**src/rtl/min_sec_timebase_if.sv**
```systemverilog
// Control inputs and display/chime outputs of the mm:ss timebase.
// The master drives the keys and the tick. The slave is the timebase.
interface min_sec_timebase_if;
    logic       SEC_TICK;
    logic       RUN;
    logic       ADJ_MIN;
    logic       ADJ_HR;
    logic [3:0] SecH;
    logic [3:0] SecL;
    logic [3:0] MinH;
    logic [3:0] MinL;
    logic       HrEn;
    logic       BeepLo;
    logic       BeepHi;

    modport master (
        output SEC_TICK, RUN, ADJ_MIN, ADJ_HR,
        input  SecH, SecL, MinH, MinL, HrEn, BeepLo, BeepHi
    );

    modport slave (
        input  SEC_TICK, RUN, ADJ_MIN, ADJ_HR,
        output SecH, SecL, MinH, MinL, HrEn, BeepLo, BeepHi
    );
endinterface

```
**src/rtl/min_sec_timebase.sv**
```systemverilog
// Seconds/minutes BCD timebase (00:00-59:59) with adjust keys, a one-cycle
// hour-enable pulse for the downstream hour stage, and hourly chime strobes.
module min_sec_timebase (
    input  logic               CP,
    input  logic               nCLR,
    min_sec_timebase_if.slave  bus
);

    logic [3:0] sec_h, sec_l, min_h, min_l;
    logic [3:0] sec_h_n, sec_l_n, min_h_n, min_l_n;
    logic       hr_en, beep_lo, beep_hi;
    logic       hr_en_n, beep_lo_n, beep_hi_n;
    logic       tick, sec_bad, min_bad, sec_carry, hr_carry;

    // BCD increment of a 00-59 field given as {tens, units}.
    function automatic logic [7:0] inc60(input logic [3:0] h, input logic [3:0] l);
        if (l == 4'd9)
            return (h == 4'd5) ? 8'h00 : {h + 4'd1, 4'd0};
        else
            return {h, l + 4'd1};
    endfunction

    assign tick    = bus.SEC_TICK & bus.RUN;
    assign sec_bad = (sec_h > 4'd5) | (sec_l > 4'd9);
    assign min_bad = (min_h > 4'd5) | (min_l > 4'd9);

    always_comb begin
        sec_h_n   = sec_h;
        sec_l_n   = sec_l;
        min_h_n   = min_h;
        min_l_n   = min_l;
        sec_carry = 1'b0;
        hr_carry  = 1'b0;

        if (tick && (sec_bad || min_bad)) begin
            // Recovery clears the whole field and takes priority over the adjust key.
            sec_h_n = '0;
            sec_l_n = '0;
            min_h_n = '0;
            min_l_n = '0;
        end else begin
            if (tick) begin
                {sec_h_n, sec_l_n} = inc60(sec_h, sec_l);
                sec_carry = ({sec_h, sec_l} == 8'h59);
            end
            if (bus.ADJ_MIN) begin
                // The adjust step replaces any seconds carry in the same cycle.
                if (min_bad)
                    {min_h_n, min_l_n} = 8'h00;
                else
                    {min_h_n, min_l_n} = inc60(min_h, min_l);
            end else if (sec_carry) begin
                {min_h_n, min_l_n} = inc60(min_h, min_l);
                hr_carry = ({min_h, min_l} == 8'h59);
            end
        end
    end

    assign hr_en_n   = hr_carry | bus.ADJ_HR;
    assign beep_lo_n = ({min_h_n, min_l_n, sec_h_n} == 12'h595) &&
                       (sec_l_n inside {4'd1, 4'd3, 4'd5, 4'd7});
    assign beep_hi_n = ({min_h_n, min_l_n, sec_h_n, sec_l_n} == 16'h5959);

    always_ff @(posedge CP or negedge nCLR) begin
        if (!nCLR) begin
            sec_h   <= '0;
            sec_l   <= '0;
            min_h   <= '0;
            min_l   <= '0;
            hr_en   <= 1'b0;
            beep_lo <= 1'b0;
            beep_hi <= 1'b0;
        end else begin
            sec_h   <= sec_h_n;
            sec_l   <= sec_l_n;
            min_h   <= min_h_n;
            min_l   <= min_l_n;
            hr_en   <= hr_en_n;
            beep_lo <= beep_lo_n;
            beep_hi <= beep_hi_n;
        end
    end

    assign bus.SecH   = sec_h;
    assign bus.SecL   = sec_l;
    assign bus.MinH   = min_h;
    assign bus.MinL   = min_l;
    assign bus.HrEn   = hr_en;
    assign bus.BeepLo = beep_lo;
    assign bus.BeepHi = beep_hi;

endmodule

```
**src/flat_wrapper.sv**
```systemverilog
// flat-port wrapper written by rule: the top's interface ports become plain ports
module min_sec_timebase_flat 
  (CP, nCLR, bus_SEC_TICK, bus_RUN, bus_ADJ_MIN, bus_ADJ_HR, bus_SecH, bus_SecL, bus_MinH, bus_MinL, bus_HrEn, bus_BeepLo, bus_BeepHi);
  min_sec_timebase_if bus_i ();
  input  logic CP;
  input  logic nCLR;
  input wire logic [$bits(bus_i.SEC_TICK)-1:0] bus_SEC_TICK;
  input wire logic [$bits(bus_i.RUN)-1:0] bus_RUN;
  input wire logic [$bits(bus_i.ADJ_MIN)-1:0] bus_ADJ_MIN;
  input wire logic [$bits(bus_i.ADJ_HR)-1:0] bus_ADJ_HR;
  output wire logic [$bits(bus_i.SecH)-1:0] bus_SecH;
  output wire logic [$bits(bus_i.SecL)-1:0] bus_SecL;
  output wire logic [$bits(bus_i.MinH)-1:0] bus_MinH;
  output wire logic [$bits(bus_i.MinL)-1:0] bus_MinL;
  output wire logic [$bits(bus_i.HrEn)-1:0] bus_HrEn;
  output wire logic [$bits(bus_i.BeepLo)-1:0] bus_BeepLo;
  output wire logic [$bits(bus_i.BeepHi)-1:0] bus_BeepHi;
  assign bus_i.SEC_TICK = bus_SEC_TICK;
  assign bus_i.RUN = bus_RUN;
  assign bus_i.ADJ_MIN = bus_ADJ_MIN;
  assign bus_i.ADJ_HR = bus_ADJ_HR;
  assign bus_SecH = bus_i.SecH;
  assign bus_SecL = bus_i.SecL;
  assign bus_MinH = bus_i.MinH;
  assign bus_MinL = bus_i.MinL;
  assign bus_HrEn = bus_i.HrEn;
  assign bus_BeepLo = bus_i.BeepLo;
  assign bus_BeepHi = bus_i.BeepHi;
  min_sec_timebase u_core (.CP(CP), .nCLR(nCLR), .bus(bus_i));
endmodule
```
**config.mk**
```make
export PLATFORM = sky130hd
export DESIGN_NAME = min_sec_timebase_flat
export DESIGN_NICKNAME = d
export VERILOG_FILES = /design/src/rtl/min_sec_timebase_if.sv /design/src/rtl/min_sec_timebase.sv /design/src/flat_wrapper.sv
export SDC_FILE = /design/constraint.sdc
export NUM_CORES = 1
export LEC_CHECK = 0
export ABC_AREA = 1
export CAP_MARGIN = 10
export CELL_PAD_IN_SITES_DETAIL_PLACEMENT = 0
export CELL_PAD_IN_SITES_GLOBAL_PLACEMENT = 1
export CORE_MARGIN = 2
export CORE_UTILIZATION = 36
export DETAILED_ROUTE_END_ITERATION = 6
export GPL_TIMING_DRIVEN = 0
export PLACE_DENSITY_LB_ADDON = 0.1
export SYNTH_ARGS = -nofsm -noshare
export SYNTH_HDL_FRONTEND = slang
export SYNTH_SLANG_ARGS = --single-unit
```
**constraint.sdc**
```tcl
create_clock -name CP -period 1.9 [get_ports CP]
set_input_delay 0.38 -clock CP [delete_from_list [all_inputs] [get_ports CP]]
set_output_delay 0.38 -clock CP [all_outputs]
set_load 0.01 [all_outputs]
```
==> results of run 1 <==
## repair_timing
item / 4_1_cts / 5_1_grt
setup buffers: 0 / 4
resized for setup: 0 / 10
endpoints found under the setup margin: 0 / 2
endpoints found under the hold margin: 0 / 0
## worst paths after layout
check / startpoint / depth (start not counted) / endpoint
worst min register to register: u_core.bus.MinH[0] / 2 / u_core.bus.MinH[0]
worst max register to register: u_core.bus.SecH[1] / 13 / u_core.bus.BeepHi
worst max-delay path: bus_SEC_TICK / 13 / u_core.bus.BeepHi
worst min-delay path: nCLR / 1 / u_core.bus.SecL[1]
min in group CP: u_core.bus.MinH[0] / 2 / u_core.bus.MinH[0]
max in group asynchronous: nCLR / 1 / u_core.bus.SecH[1]
## state kept, by name (all words and copies together), names as in the netlist
signal,flops
u_core.bus.BeepLo,1
u_core.bus.SecL,4
u_core.bus.BeepHi,1
u_core.bus.MinL,4
u_core.bus.MinH,4
u_core.bus.SecH,4
u_core.bus.HrEn,1
## where the power goes
part           switching [mW]  internal, mW  total (mW)
sequential              0.154         0.524       0.678
clock                   0.130        0.0817       0.212
combinational           0.606         0.465        1.07
## routing by layer
| layer | global-route usage (%) | vias to the layer above | share of wire, % |
|---|---|---|---|
| li1 | - | 609 | - |
| met1 | 22.5 | 516 | 49 |
| met2 | 24.9 | 25 | 45 |
| met3 | 3.06 | 6 | 3.8 |
| met4 | 6.67 | 0 | 1.9 |
| met5 | 0 | - | 0 |
## per-stage QoR
stage | cell area [µm²] | util [%] | hold slack [ns]
after floorplan | 1230 | - | 0.0844
after global placement | 1530 | 46.3 | 0.580
after detailed placement | 1530 | 46.3 | 0.588
after CTS | 1560 | 47.1 | 0.614
after global routing | 1620 | 48.9 | 0.649
final | 1620 | 48.9 | 0.586
## cell families (layout without fill, tap and decap cells)
kind of cell    Yosys count  after routing  share of synthesized area [%]
compound gates           13             13                           7.70
xor+xnor                  1              1                          0.709
buf+inv                  33             65                           10.0
flops                    19             19                           38.5
simple gates            110            110                           43.1
## cells in the final DEF (no fill, tap or decap), drive strengths merged
| master | synthesis | final |
|---|---|---|
| nor3 | 2 | 2 |
| nand4 | 2 | 2 |
| inv | 32 | 31 |
| clkinv | 1 | 2 |
| nand2 | 51 | 51 |
| o21ai | 6 | 6 |
| clkbuf | 0 | 4 |
| nor2 | 37 | 37 |
| or2 | 1 | 1 |
| xor2 | 1 | 1 |
| o22ai | 1 | 1 |
| a21oi | 5 | 5 |
| clkdlybuf4s50 | 0 | 24 |
| buf | 0 | 4 |
| nand3 | 16 | 16 |
| nor3b | 1 | 1 |
| dfrtp | 19 | 19 |
| o21bai | 1 | 1 |
## critical path: stages
cell                              delay (ns)
sky130_fd_sc_hd__clkdlybuf4s50_1        0.50
sky130_fd_sc_hd__nand2_4                0.09
sky130_fd_sc_hd__nor2_4                 0.11
sky130_fd_sc_hd__nand3_2                0.12
sky130_fd_sc_hd__nand2_4                0.14
sky130_fd_sc_hd__nand2_1                0.06
sky130_fd_sc_hd__nand2_1                0.05
sky130_fd_sc_hd__nand2_1                0.06
sky130_fd_sc_hd__nand2_2                0.07
sky130_fd_sc_hd__nand2_1                0.07
sky130_fd_sc_hd__nor2_2                 0.12
sky130_fd_sc_hd__nand3_2                0.10
sky130_fd_sc_hd__nor2_2                 0.11
## cell type report
cell class / count / area (µm²)
Fill cell: 351 / 1690
Inverter: 33 / 129
Sequential cell: 19 / 477
Timing Repair Buffer: 28 / 270
Tap cell: 46 / 57.6
Multi-Input combinational cell: 124 / 661
Clock buffer: 4 / 26.3
==> flow_summary.toml, run 1 <==
[routing]
wl_per_cell_um = 11.5
drt_wl_total_um = 2930
detail_route.vias_per_cell = 4.55
vias = 1156
first_iter_violations = 61
drt_pre_antenna_iters = 4
number_of_remaining_drc_errors = 0
route.antenna.remaining_nets = 0

[sta]
drv_slew = 0
final_min_period_over_clock_period_pct = 92.1
layout_min_cycle_time_ns = 1.75
final.setup_skew_ns = 0.000579
setup_repair_after_global_routing_missed_its_margin = "false"
maxSlewHeadroom_pct = 38.9
fin_tns_setup_ns = 0
post-route-worst-setup-slack_ns = 0.150
timing_hold_violations_final = 0
setup_violations = 0
worstMarginPinSlew_ns = 0.914
fmax_mhz = 571

[yosys]
synthCells = 176
netlist_top_cells_count = "sky130_fd_sc_hd__nand2_1, sky130_fd_sc_hd__nor2_1, sky130_fd_sc_hd__inv_1"
synth_top_cell_by_area = "sky130_fd_sc_hd__dfrtp_1"
postSynthAreaPerCell_um2 = 7.02
post_synth_edffs = 0
synth.cell_area_mm2 = 0.00123
netlist_top_cells_area = "sky130_fd_sc_hd__dfrtp_1, sky130_fd_sc_hd__nand2_1, sky130_fd_sc_hd__nor2_1"
synth_ff_type = "sky130_fd_sc_hd__dfrtp_1"
synth.most_common_cell = "sky130_fd_sc_hd__nand2_1"
mappedNetlistNets = 182
async_flop_share_pct = 100
yosys_register_bits = 19
synth_sequential_area_ratio_pct = 38.5
synth_top_cell_area_share_pct = 38.5
ys.warnings.count = 0
synth.lib_cells_used.distinct = 24

[cts]
cts_buffers = 3
cts_hold_buf = 0
cts.clk_slew.worst_paths_ns = 0.11
cts_root_buf = "sky130_fd_sc_hd__clkbuf_4"
tritoncts_num_sinks = 19
ctsLongestPathBuffers = 2
clock_insertion_delay_worst_skew_ns = 0.29
cts_tree = "built"
cts.htree.levels = 1

[min_path]
worstHoldPathType = "in2async"

[floorplanning]
floorplan.die.height_um = 62.6
core.rowCount = 21
design.core.area_mm2 = 0.00331
die_width_um = 62.6
die_outline_area_mm2 = 0.00392
boundaryPins = 25
starting_density_of_the_core_pct = 37.3

[grt]
globalRouteOverflowTotal = 0
grt_start_max_net_pins = 20
gr-usage-all-layers_pct = 16.2
antenna_found_initial = 0
grt_pass1_wl_um = 5110
number_of_global_route_vias_before_repair = 1134

[power]
power.density_mw_per_mm2 = 1210
leakage_nw = 0.818
vdd_ir_drop_max_v = 0.000598
total_power_mw = 1.96

[setup_path]
critical_path.startpoint_type = "input port"
cp.arrival_ns = 1.99
cp_data_required_time_ns = 2.14
crit_type = "in2reg"
cp_max_fo = 7
reg2reg_slack_ns = 0.18
end_kind = "flip-flop"

[placed_design]
dp_hpwl_um = 2260
globalplace.congestion = 0.808
dp_slack_ns = -0.251
dp_cells = 246
port_buffers = 24

[final_layout]
proportion_of_layout_cells_with_a_drive_suffix_above_1_pct = 21.6
final_cell_count_no_fill = 254
nets = 215
flow.area_growth_from_synthesis_pct = 31.2
diodes = 0

[run]
max_cap_viol_count = 0

[status]
outcome = "complete, no violations"
No activity file was read; power rests on OpenSTA's default activity.
==> run 2: changes to the inputs <==
CAP_MARGIN = 20   (was 10)
PLACE_DENSITY = 0.79   (was unset)
PLACE_DENSITY_LB_ADDON = unset   (was 0.1)
==> flow_summary.toml, run 2 (synthesis results as in run 1) <==
[routing]
detail_route.vias_per_cell = 4.54
drt_wl_total_um = 2850
first_iter_violations = 44
vias = 1153
number_of_remaining_drc_errors = 0
wl_per_cell_um = 11.2
route.antenna.remaining_nets = 0
drt_pre_antenna_iters = 4

[setup_path]
cp_data_required_time_ns = 1.52
path_delay_family = "buffers and inverters"
reg2reg_slack_ns = 0.18
crit_start = "u_core.bus.MinL[3]"
end_kind = "output pin"
regToRegEndpoint = "u_core.bus.BeepLo"
critical_path.slowest_cell = "sky130_fd_sc_hd__clkdlybuf4s50_1"
critical_path.startpoint_type = "flip-flop"
worst_r2r_startpoint = "u_core.bus.SecH[1]"
cells_traversed_along_the_worst_timing_path = "clkdlybuf4s50_1"
cp_max_fo = 5
cp.arrival_ns = 1.38
crit_type = "reg2out"
timing.critical_path.slowest_cell_delay_ns = 0.59
crit_buf_inv = 1
timing.reg2reg.worst_path_depth = 11

[cts]
cts_hold_buf = 0
cts_tree = "built"
cts_root_buf = "sky130_fd_sc_hd__clkbuf_4"
tritoncts_num_sinks = 19
cts.htree.levels = 1
cts.clk_slew.worst_paths_ns = 0.11
cts_buffers = 3
ctsLongestPathBuffers = 2
clock_insertion_delay_worst_skew_ns = 0.29

[sta]
layout_min_cycle_time_ns = 1.76
timing_hold_violations_final = 0
final.setup_skew_ns = 0.00582
final_min_period_over_clock_period_pct = 92.5
drv_slew = 0
post-route-worst-setup-slack_ns = 0.142
setup_violations = 0
fin_tns_setup_ns = 0
fin_hold_ws_ns = 0.582
fmax_mhz = 569
worstMarginPinSlew_ns = 0.902
maxSlewHeadroom_pct = 39.7

[placed_design]
globalplace.congestion = 0.863
placed_cell_area_mm2 = 0.00153
port_buffers = 24
dp_slack_ns = -0.221
dp_hpwl_um = 2170

[power]
vdd_ir_drop_max_v = 0.000589
leakage_nw = 0.841
total_power_mw = 1.98
power.density_mw_per_mm2 = 1210

[final_layout]
layout.cells.most_common = "sky130_fd_sc_hd__nand2_1"
nets = 215
flow.area_growth_from_synthesis_pct = 31.9
proportion_of_layout_cells_with_a_drive_suffix_above_1_pct = 20.2
mostFrequentLayoutCells = "sky130_fd_sc_hd__nand2_1, sky130_fd_sc_hd__nor2_1, sky130_fd_sc_hd__inv_1"
diodes = 0
final_area_mm2 = 0.00163

[grt]
antenna_found_initial = 0
grt_start_max_net_pins = 20
grt_pass1_wl_um = 5090
gr-usage-all-layers_pct = 16.1
number_of_global_route_vias_before_repair = 1153
globalRouteOverflowTotal = 0

[floorplanning]
core.rowCount = 21
floorplan.die.height_um = 62.6
starting_density_of_the_core_pct = 37.3
design.core.area_mm2 = 0.00331
boundaryPins = 25
die_outline_area_mm2 = 0.00392
die_width_um = 62.6

[run]
max_cap_viol_count = 0

[status]
outcome = "complete, no violations"

[min_path]
worstHoldPathType = "in2async"
-- run 2: per-stage QoR --
stage / cells / utilization [%]
2_1_floorplan: 176 / -
5_1_grt: 254 / 49.2
6_report: 254 / 49.2
3_5_place_dp: 246 / 46.3
4_1_cts: 250 / 47.1
3_3_place_gp: 246 / 46.3
-- run 2: layer usage --
layer  track usage [%]  share of wire, %  up-vias
met2              26.3                47       18
met5                 0                 0        -
met3              1.62               2.5        2
met1              22.2                50      527
met4              5.56              0.67        0
li1                  -                 -      606
-- run 2: how the worst max path moves through the flow --
stage / cells after the start / slack [ns] / endpoint
final: 1 / 0.14 / bus_MinL[3]
after global routing: 11 / -0.004 / u_core.bus.BeepLo
after CTS: 13 / 0.08 / u_core.bus.BeepHi
after detailed placement: 13 / -0.22 / u_core.bus.BeepHi
after global placement: 13 / -0.23 / u_core.bus.BeepLo
after floorplan: 11 / 0.42 / u_core.bus.BeepHi
-- run 2: final cells by class --
cell class / instances / area (µm²)
sequential: 19 / 475
multi-input combinational: 124 / 666
fill: 369 / 1680
timing repair buffer: 28 / 275
tap: 46 / 57.6
clock buffer: 4 / 26.3
inverter: 33 / 129
-- run 2: power by group --
| part | switching, mW | internal [mW] | total [mW] |
|---|---|---|---|
| logic | 0.617 | 0.475 | 1.09 |
| registers | 0.159 | 0.523 | 0.681 |
| clock network | 0.124 | 0.0816 | 0.205 |
| total | 0.900 | 1.08 | 1.98 |
-- run 2: timing repair --
action,in CTS,in global routing
buffers inserted,0,4
gates resized for setup,0,11
endpoints found under the setup margin,0,2
==> run 3: changes to the inputs <==
CAP_MARGIN = 15   (was 20)
==> results of run 3 <==
The final DEF is identical to that of run 2; final timing and power are the same.
